==> src/rtl/bypass_pkg.sv <==
// Shared constants for the bypass scoreboard: default widths, the x0 address and stage indices.
package bypass_pkg;

  localparam int unsigned XLEN    = 32;
  localparam int unsigned AW      = 5;
  localparam int unsigned X0_ADDR = 0;

  // Producer stage indices; lower index is younger.
  localparam int unsigned EXE   = 0;
  localparam int unsigned MUL1  = 1;
  localparam int unsigned MUL2  = 2;
  localparam int unsigned MUL3  = 3;
  localparam int unsigned MUL4  = 4;
  localparam int unsigned MUL5  = 5;
  localparam int unsigned TL    = 6;
  localparam int unsigned CACHE = 7;

endpackage

==> src/rtl/byp_port_sel.sv <==
// Per-read-port producer search: youngest matching stage wins, then writeback,
// then the pending scoreboard catches writers that are off the stage array.
module byp_port_sel #(
  parameter int unsigned XLEN    = bypass_pkg::XLEN,
  parameter int unsigned AW      = bypass_pkg::AW,
  parameter int unsigned NUM_STG = 8
) (
  input  logic                    i_src_vld,
  input  logic [AW-1:0]           i_src_addr,
  input  logic [NUM_STG-1:0]      i_stg_wr_en,
  input  logic [NUM_STG*AW-1:0]   i_stg_addr,
  input  logic [NUM_STG-1:0]      i_stg_ready,
  input  logic [NUM_STG*XLEN-1:0] i_stg_data,
  input  logic                    i_wb_en,
  input  logic [AW-1:0]           i_wb_addr,
  input  logic [XLEN-1:0]         i_wb_data,
  input  logic                    i_pend_hit,
  output logic                    o_byp_en,
  output logic [XLEN-1:0]         o_byp_data,
  output logic                    o_raw_stall
);
  import bypass_pkg::*;

  logic w_stg_hit;

  always_comb begin
    o_byp_en    = 1'b0;
    o_byp_data  = '0;
    o_raw_stall = 1'b0;
    w_stg_hit   = 1'b0;
    if (i_src_vld && i_src_addr != AW'(X0_ADDR)) begin
      for (int s = 0; s < NUM_STG; s++) begin
        if (!w_stg_hit && i_stg_wr_en[s] && i_stg_addr[s*AW +: AW] == i_src_addr) begin
          w_stg_hit = 1'b1;
          if (i_stg_ready[s]) begin
            o_byp_en   = 1'b1;
            o_byp_data = i_stg_data[s*XLEN +: XLEN];
          end else begin
            o_raw_stall = 1'b1;
          end
        end
      end
      if (!w_stg_hit) begin
        if (i_wb_en && i_wb_addr == i_src_addr) begin
          o_byp_en   = 1'b1;
          o_byp_data = i_wb_data;
        end else if (i_pend_hit) begin
          // Writer in flight but parked off the stage array (e.g. a cache miss).
          o_raw_stall = 1'b1;
        end
      end
    end
  end

endmodule

==> src/rtl/bypass_scoreboard.sv <==
// Decode-side bypass/stall controller with a per-register pending-write scoreboard
// and a saturating stall-cycle counter.
module bypass_scoreboard #(
  parameter int unsigned XLEN    = bypass_pkg::XLEN,
  parameter int unsigned AW      = bypass_pkg::AW,
  parameter int unsigned NUM_RD  = 2,
  parameter int unsigned NUM_STG = 8,
  parameter int unsigned CW      = $clog2(NUM_STG + 2)
) (
  input  logic                    clk_i,
  input  logic                    rsn_i,
  input  logic                    dec_valid_i,
  input  logic [NUM_RD*AW-1:0]    dec_rd_addr_i,
  input  logic [NUM_RD-1:0]       dec_rd_en_i,
  input  logic                    dec_wr_en_i,
  input  logic [AW-1:0]           dec_wr_addr_i,
  input  logic [NUM_STG-1:0]      stg_wr_en_i,
  input  logic [NUM_STG*AW-1:0]   stg_addr_i,
  input  logic [NUM_STG-1:0]      stg_ready_i,
  input  logic [NUM_STG*XLEN-1:0] stg_data_i,
  input  logic                    wb_en_i,
  input  logic [AW-1:0]           wb_addr_i,
  input  logic [XLEN-1:0]         wb_data_i,
  input  logic                    flush_i,
  output logic [NUM_RD-1:0]       byp_en_o,
  output logic [NUM_RD*XLEN-1:0]  byp_data_o,
  output logic                    stall_o,
  output logic [31:0]             stall_cnt_o
);
  import bypass_pkg::*;

  localparam int unsigned NREG = 1 << AW;

  logic [CW-1:0]          r_pend [NREG];
  logic [CW-1:0]          w_pend_d [NREG];
  logic [31:0]            r_stall_cnt;
  logic [NUM_RD-1:0]      w_byp_en;
  logic [NUM_RD-1:0]      w_raw_stall;
  logic [NUM_RD-1:0]      w_pend_hit;
  logic [NUM_RD*XLEN-1:0] w_byp_data;
  logic                   w_waw_stall;
  logic                   w_stall;
  logic                   w_issue;
  logic                   w_retire;

  // Pending count net of a same-cycle retire to the same register.
  always_comb begin
    for (int r = 0; r < NUM_RD; r++) begin
      w_pend_hit[r] = r_pend[dec_rd_addr_i[r*AW +: AW]] >
                      CW'(wb_en_i && wb_addr_i == dec_rd_addr_i[r*AW +: AW]);
    end
  end

  for (genvar g = 0; g < NUM_RD; g++) begin : g_port
    byp_port_sel #(
      .XLEN    (XLEN),
      .AW      (AW),
      .NUM_STG (NUM_STG)
    ) u_sel (
      .i_src_vld   (dec_valid_i & dec_rd_en_i[g]),
      .i_src_addr  (dec_rd_addr_i[g*AW +: AW]),
      .i_stg_wr_en (stg_wr_en_i),
      .i_stg_addr  (stg_addr_i),
      .i_stg_ready (stg_ready_i),
      .i_stg_data  (stg_data_i),
      .i_wb_en     (wb_en_i),
      .i_wb_addr   (wb_addr_i),
      .i_wb_data   (wb_data_i),
      .i_pend_hit  (w_pend_hit[g]),
      .o_byp_en    (w_byp_en[g]),
      .o_byp_data  (w_byp_data[g*XLEN +: XLEN]),
      .o_raw_stall (w_raw_stall[g])
    );
  end

  always_comb begin
    w_waw_stall = 1'b0;
    if (dec_valid_i && dec_wr_en_i && dec_wr_addr_i != AW'(X0_ADDR)) begin
      for (int s = 0; s < NUM_STG; s++) begin
        if (stg_wr_en_i[s] && stg_addr_i[s*AW +: AW] == dec_wr_addr_i && !stg_ready_i[s]) begin
          w_waw_stall = 1'b1;
        end
      end
    end
  end

  assign w_stall  = (|w_raw_stall) | w_waw_stall;
  assign w_issue  = dec_valid_i & dec_wr_en_i & (dec_wr_addr_i != AW'(X0_ADDR)) &
                    ~w_stall & ~flush_i;
  assign w_retire = wb_en_i & (wb_addr_i != AW'(X0_ADDR));

  always_comb begin
    for (int i = 0; i < NREG; i++) begin
      w_pend_d[i] = r_pend[i];
      if (flush_i) begin
        w_pend_d[i] = '0;
      end else if (w_issue && dec_wr_addr_i == AW'(i) &&
                   !(w_retire && wb_addr_i == AW'(i))) begin
        if (r_pend[i] != '1) w_pend_d[i] = r_pend[i] + CW'(1);
      end else if (w_retire && wb_addr_i == AW'(i) &&
                   !(w_issue && dec_wr_addr_i == AW'(i))) begin
        if (r_pend[i] != '0) w_pend_d[i] = r_pend[i] - CW'(1);
      end
    end
  end

  always_ff @(posedge clk_i or negedge rsn_i) begin
    if (!rsn_i) begin
      for (int i = 0; i < NREG; i++) r_pend[i] <= '0;
      r_stall_cnt <= '0;
    end else begin
      for (int i = 0; i < NREG; i++) r_pend[i] <= w_pend_d[i];
      if (w_stall && !flush_i && r_stall_cnt != '1) r_stall_cnt <= r_stall_cnt + 32'd1;
    end
  end

  assign byp_en_o    = rsn_i ? w_byp_en : '0;
  assign byp_data_o  = rsn_i ? w_byp_data : '0;
  assign stall_o     = rsn_i & w_stall;
  assign stall_cnt_o = r_stall_cnt;

  a_retire_at_zero: assert property (@(posedge clk_i) disable iff (!rsn_i)
    (w_retire && !flush_i && !(w_issue && dec_wr_addr_i == wb_addr_i)) |->
      r_pend[wb_addr_i] != '0);

  a_issue_at_max: assert property (@(posedge clk_i) disable iff (!rsn_i)
    (w_issue && !(w_retire && wb_addr_i == dec_wr_addr_i)) |->
      r_pend[dec_wr_addr_i] != '1);

endmodule

==> config.mk <==
export PLATFORM = sky130hd
export DESIGN_NAME = bypass_scoreboard
export DESIGN_NICKNAME = d
export VERILOG_FILES = /design/src/rtl/bypass_pkg.sv /design/src/rtl/byp_port_sel.sv /design/src/rtl/bypass_scoreboard.sv
export SDC_FILE = /design/constraint.sdc
export NUM_CORES = 1
export LEC_CHECK = 0
export CAP_MARGIN = 30
export CORE_MARGIN = 5
export CORE_UTILIZATION = 35
export CTS_CLUSTER_SIZE = 10
export DETAILED_ROUTE_END_ITERATION = 8
export GPL_TIMING_DRIVEN = 1
export HOLD_SLACK_MARGIN = 0.02
export PLACE_DENSITY = 0.56
export SYNTH_ARGS = -nofsm -noshare
export SYNTH_HDL_FRONTEND = slang
export SYNTH_HIERARCHICAL = 1
export SYNTH_SLANG_ARGS = --single-unit
==> constraint.sdc <==
create_clock -name clk_i -period 7 [get_ports clk_i]
set_input_delay 1.4 -clock clk_i [delete_from_list [all_inputs] [get_ports clk_i]]
set_output_delay 1.4 -clock clk_i [all_outputs]
set_load 0.1 [all_outputs]
==> summary.md <==
| Metric | Value |
|---|---|
| TritonCTS clock tree | built |
| Synth top area share | 18.95% |
| Syn Area/Cell | about 8.4 um^2 |
| Initial DRC Count | approximately 2.5k |
| Post-Route WL | 106400 um |
| First-pass GRT wire length | 155500 um |
| Area delta synth->final | 31.90% |
| Max-cap violation count | 0 |
| Starting Density | 35.19% |
| Synth cell types | 91 |
| Vias in the first global route | approximately 22k |
| Htree depth | 4 |
| Initial antenna violation count | 29 |
| Fillcell total | 5763 |
| Register Area | 0.004004 mm^2 |
| Post-synth top area cell | dfrtp_1 |
| Seq/Total Area, Yosys | between 10% and 20% |
| Area after DPL | 0.02720 mm^2 |
| CP Class | in -> out |
| Post-synth EDFFs | 0 |
| Hold Slack | 0.4847 ns |
| Skew final | about 0.022 ns |
| Final setup vio count | 0 |
| RSZ-0062 raised after global routing | false |
| Final #Nets | between 3k and 4k |
| Max Clk Rate | 152.2 MHz |
| CP Data Required Time | 5.60 ns |
| Share of layout cells above drive strength 1 | between 10% and 20% |
| Pwr Density | 101.0 mW/mm^2 |
| Number of top-level pins | 471 |
| Post CTS Setup Buffer Count | 0 |
| Rel. slew slack | 32.24% |
| Post-synthesis instance total | about 2.5k |
| Most frequent cells in the layout | clkdlybuf4s50_1 (397), nor2_1 (217), dfrtp_1 (160) |
| Final slew viol count | 0 |
| Die height | 255.7 um |
| Post-Syn Area | 0.02112 mm^2 |
| Syn Nets | 2985 |
| Root Driver | clkbuf_16 |
| Row cnt | 90 |
| Multi-input gate area | 0.01572 mm^2 |
| Final Hold Fails | 0 |
| Clk slew on worst S/H paths | 0.07 ns |
| CP max FO | 17 |
| Synthesis-stage register bit count | 160 |
| Tot GR Track Use | between 30% and 40% |
| LEAKAGE | roughly 11 nW |
| Measured slew at the worst slew-check pin | 1.013 ns |
| Crit. Startpoint | dec_rd_addr_i[0] |
| Status | finished clean |
| Commonest non-fill, non-tap cell in the layout | clkdlybuf4s50_1 |
| Hold-fix buffer count after cts | 0 |
| Setup TNS | 0 ns |
| PortBufs | 470 |
| GPL Wtd Cong | ~0.97 |
| Synth area leaders | dfrtp_1 (19%), xnor2_1 (4.4%), nor2_1 (3.9%) |
| Core Box Area | 0.06002 mm^2 |
| Clock sink count | 160 |
| Via/cell ratio | approximately 6.2 |
| Ys flop type | dfrtp_1 |
| Post-route cell area | 0.02786 mm^2 |
| Clock Tree Buf Depth | 2 |
| Hold path startpoint | stall_cnt_o[28] |
| Startpoint types | input port |
| Yosys warnings | 6 |
| Die area | 0.06537 mm^2 |
| Hold Path Class | reg -> reg |
| Detailed Place HPWL | 84650 um |
| Die extent in x | between 200 and 300 um |
| DR WL/cell | 28.58 um |
| Number of CTS-inserted buffers | 17 |
| Largest net degree at the start of global routing | about 110 |
| CP endpoint kind | primary output |
| Congestion Overflow GR | 0 |
| RR Startpoint | r_pend[37] |
| Remaining DRCs | 0 |
| WP data arrival | 5.17 ns |
| VDD IR max | 0.1810 mV |
| Final min period | 6.571 ns |
| Clock Latency Late Sink | 0.48 ns |
| TritonRoute pass-1 iters | 7 |
| Post-cts sizing count | 0 |
| Fin crit share | 93.87% |
| Post-route ant nets | 0 |
| FFs w/ async S/R, synth | 100.0% |
| Vias | 23.14k |
[final timing paths]
kind / to / cells after the start / slack, ns
setup / recovery: stall_o / 14 / 0.43
hold / removal: stall_cnt_o[28] / 1 / 0.48
setup reg to reg: r_pend[119] / 20 / 1.46
hold reg to reg: stall_cnt_o[28] / 1 / 0.48
max in group asynchronous: r_pend[86] / 3 / 4.16
min in group asynchronous: r_pend[96] / 1 / 0.96
[metal layers]
layer	part of all wire (%)	global-route usage [%]	vias to the layer above	wire length (um)
li1	-	-	10224	-
met1	40	39.25	11484	42500
met2	48	52.15	1215	51000
met3	6.9	4.804	214	7318
met4	5.2	14.06	4	5531
met5	0.025	0	-	27
[stage by stage]
stage / power [mW] / setup slack (ns) / utilization, % / instances
2_1_floorplan: 1.387 / 0.1265 / - / 2517
3_3_place_gp: 1.855 / 0.2748 / 45.30 / 3662
3_5_place_dp: 1.863 / 0.1796 / 45.32 / 3663
4_1_cts: 2.828 / 0.4415 / 46.27 / 3695
5_1_grt: 2.913 / 0.2071 / 46.41 / 3720
6_report: 2.815 / 0.4292 / 46.42 / 3722
[logic make-up after synthesis]
group / Yosys count / synth area share (%)
AOI/OAI and AO/OA: 702 / 25.29
xor gates and xnor gates: 202 / 8.660
adders and majority gates: 96 / 6.788
buffers and inverters: 296 / 6.971
DFF: 160 / 18.95
muxes: 122 / 8.346
and+or+nand+nor: 939 / 25.00
[cell type report]
| class | instances | area share, % |
|---|---|---|
| Clock buffer | 19 | 1.626 |
| Sequential cell | 160 | 14.37 |
| Clock inverter | 13 | 0.4176 |
| Inverter | 114 | 1.536 |
| Tap cell | 782 | 3.512 |
| Timing Repair Buffer | 547 | 21.90 |
| Multi-Input combinational cell | 2061 | 56.40 |
| Antenna cell | 26 | 0.2335 |
[sequential cells by signal, summed over array words and instances (netlist names)]
signal       flops
r_pend         128
stall_cnt_o     32
[where the power goes]
group	total [mW]	switching [mW]	internal, mW
Combinational	0.910	0.527	0.382
Clock	0.958	0.471	0.486
Sequential	0.948	0.0137	0.934
[synthesized netlist by cell type, drive strengths merged (76+ instances only)]
| master | count |
|---|---|
| dfrtp | 160 |
| xnor2 | 107 |
| a21oi | 141 |
| nand3 | 79 |
| inv | 114 |
| nand2 | 107 |
| nor3 | 95 |
| xor2 | 95 |
| clkbuf | 76 |
| and2 | 79 |
| o21ai | 106 |
| nor2 | 226 |
| buf | 106 |
[critical path, stage by stage]
cell and delay, ns:
buf_2 0.39, mux4_2 0.56, mux4_2 0.48, mux2i_1 0.16
ha_1 0.25, o221ai_1 0.30, nand2_1 0.09, mux2i_1 0.15
nand2_1 0.07, a41oi_1 0.44, nor2_1 0.23, o21a_1 0.21
nor2b_2 0.20, buf_12 0.20
Note: power is estimated with default switching activity, not from simulation.
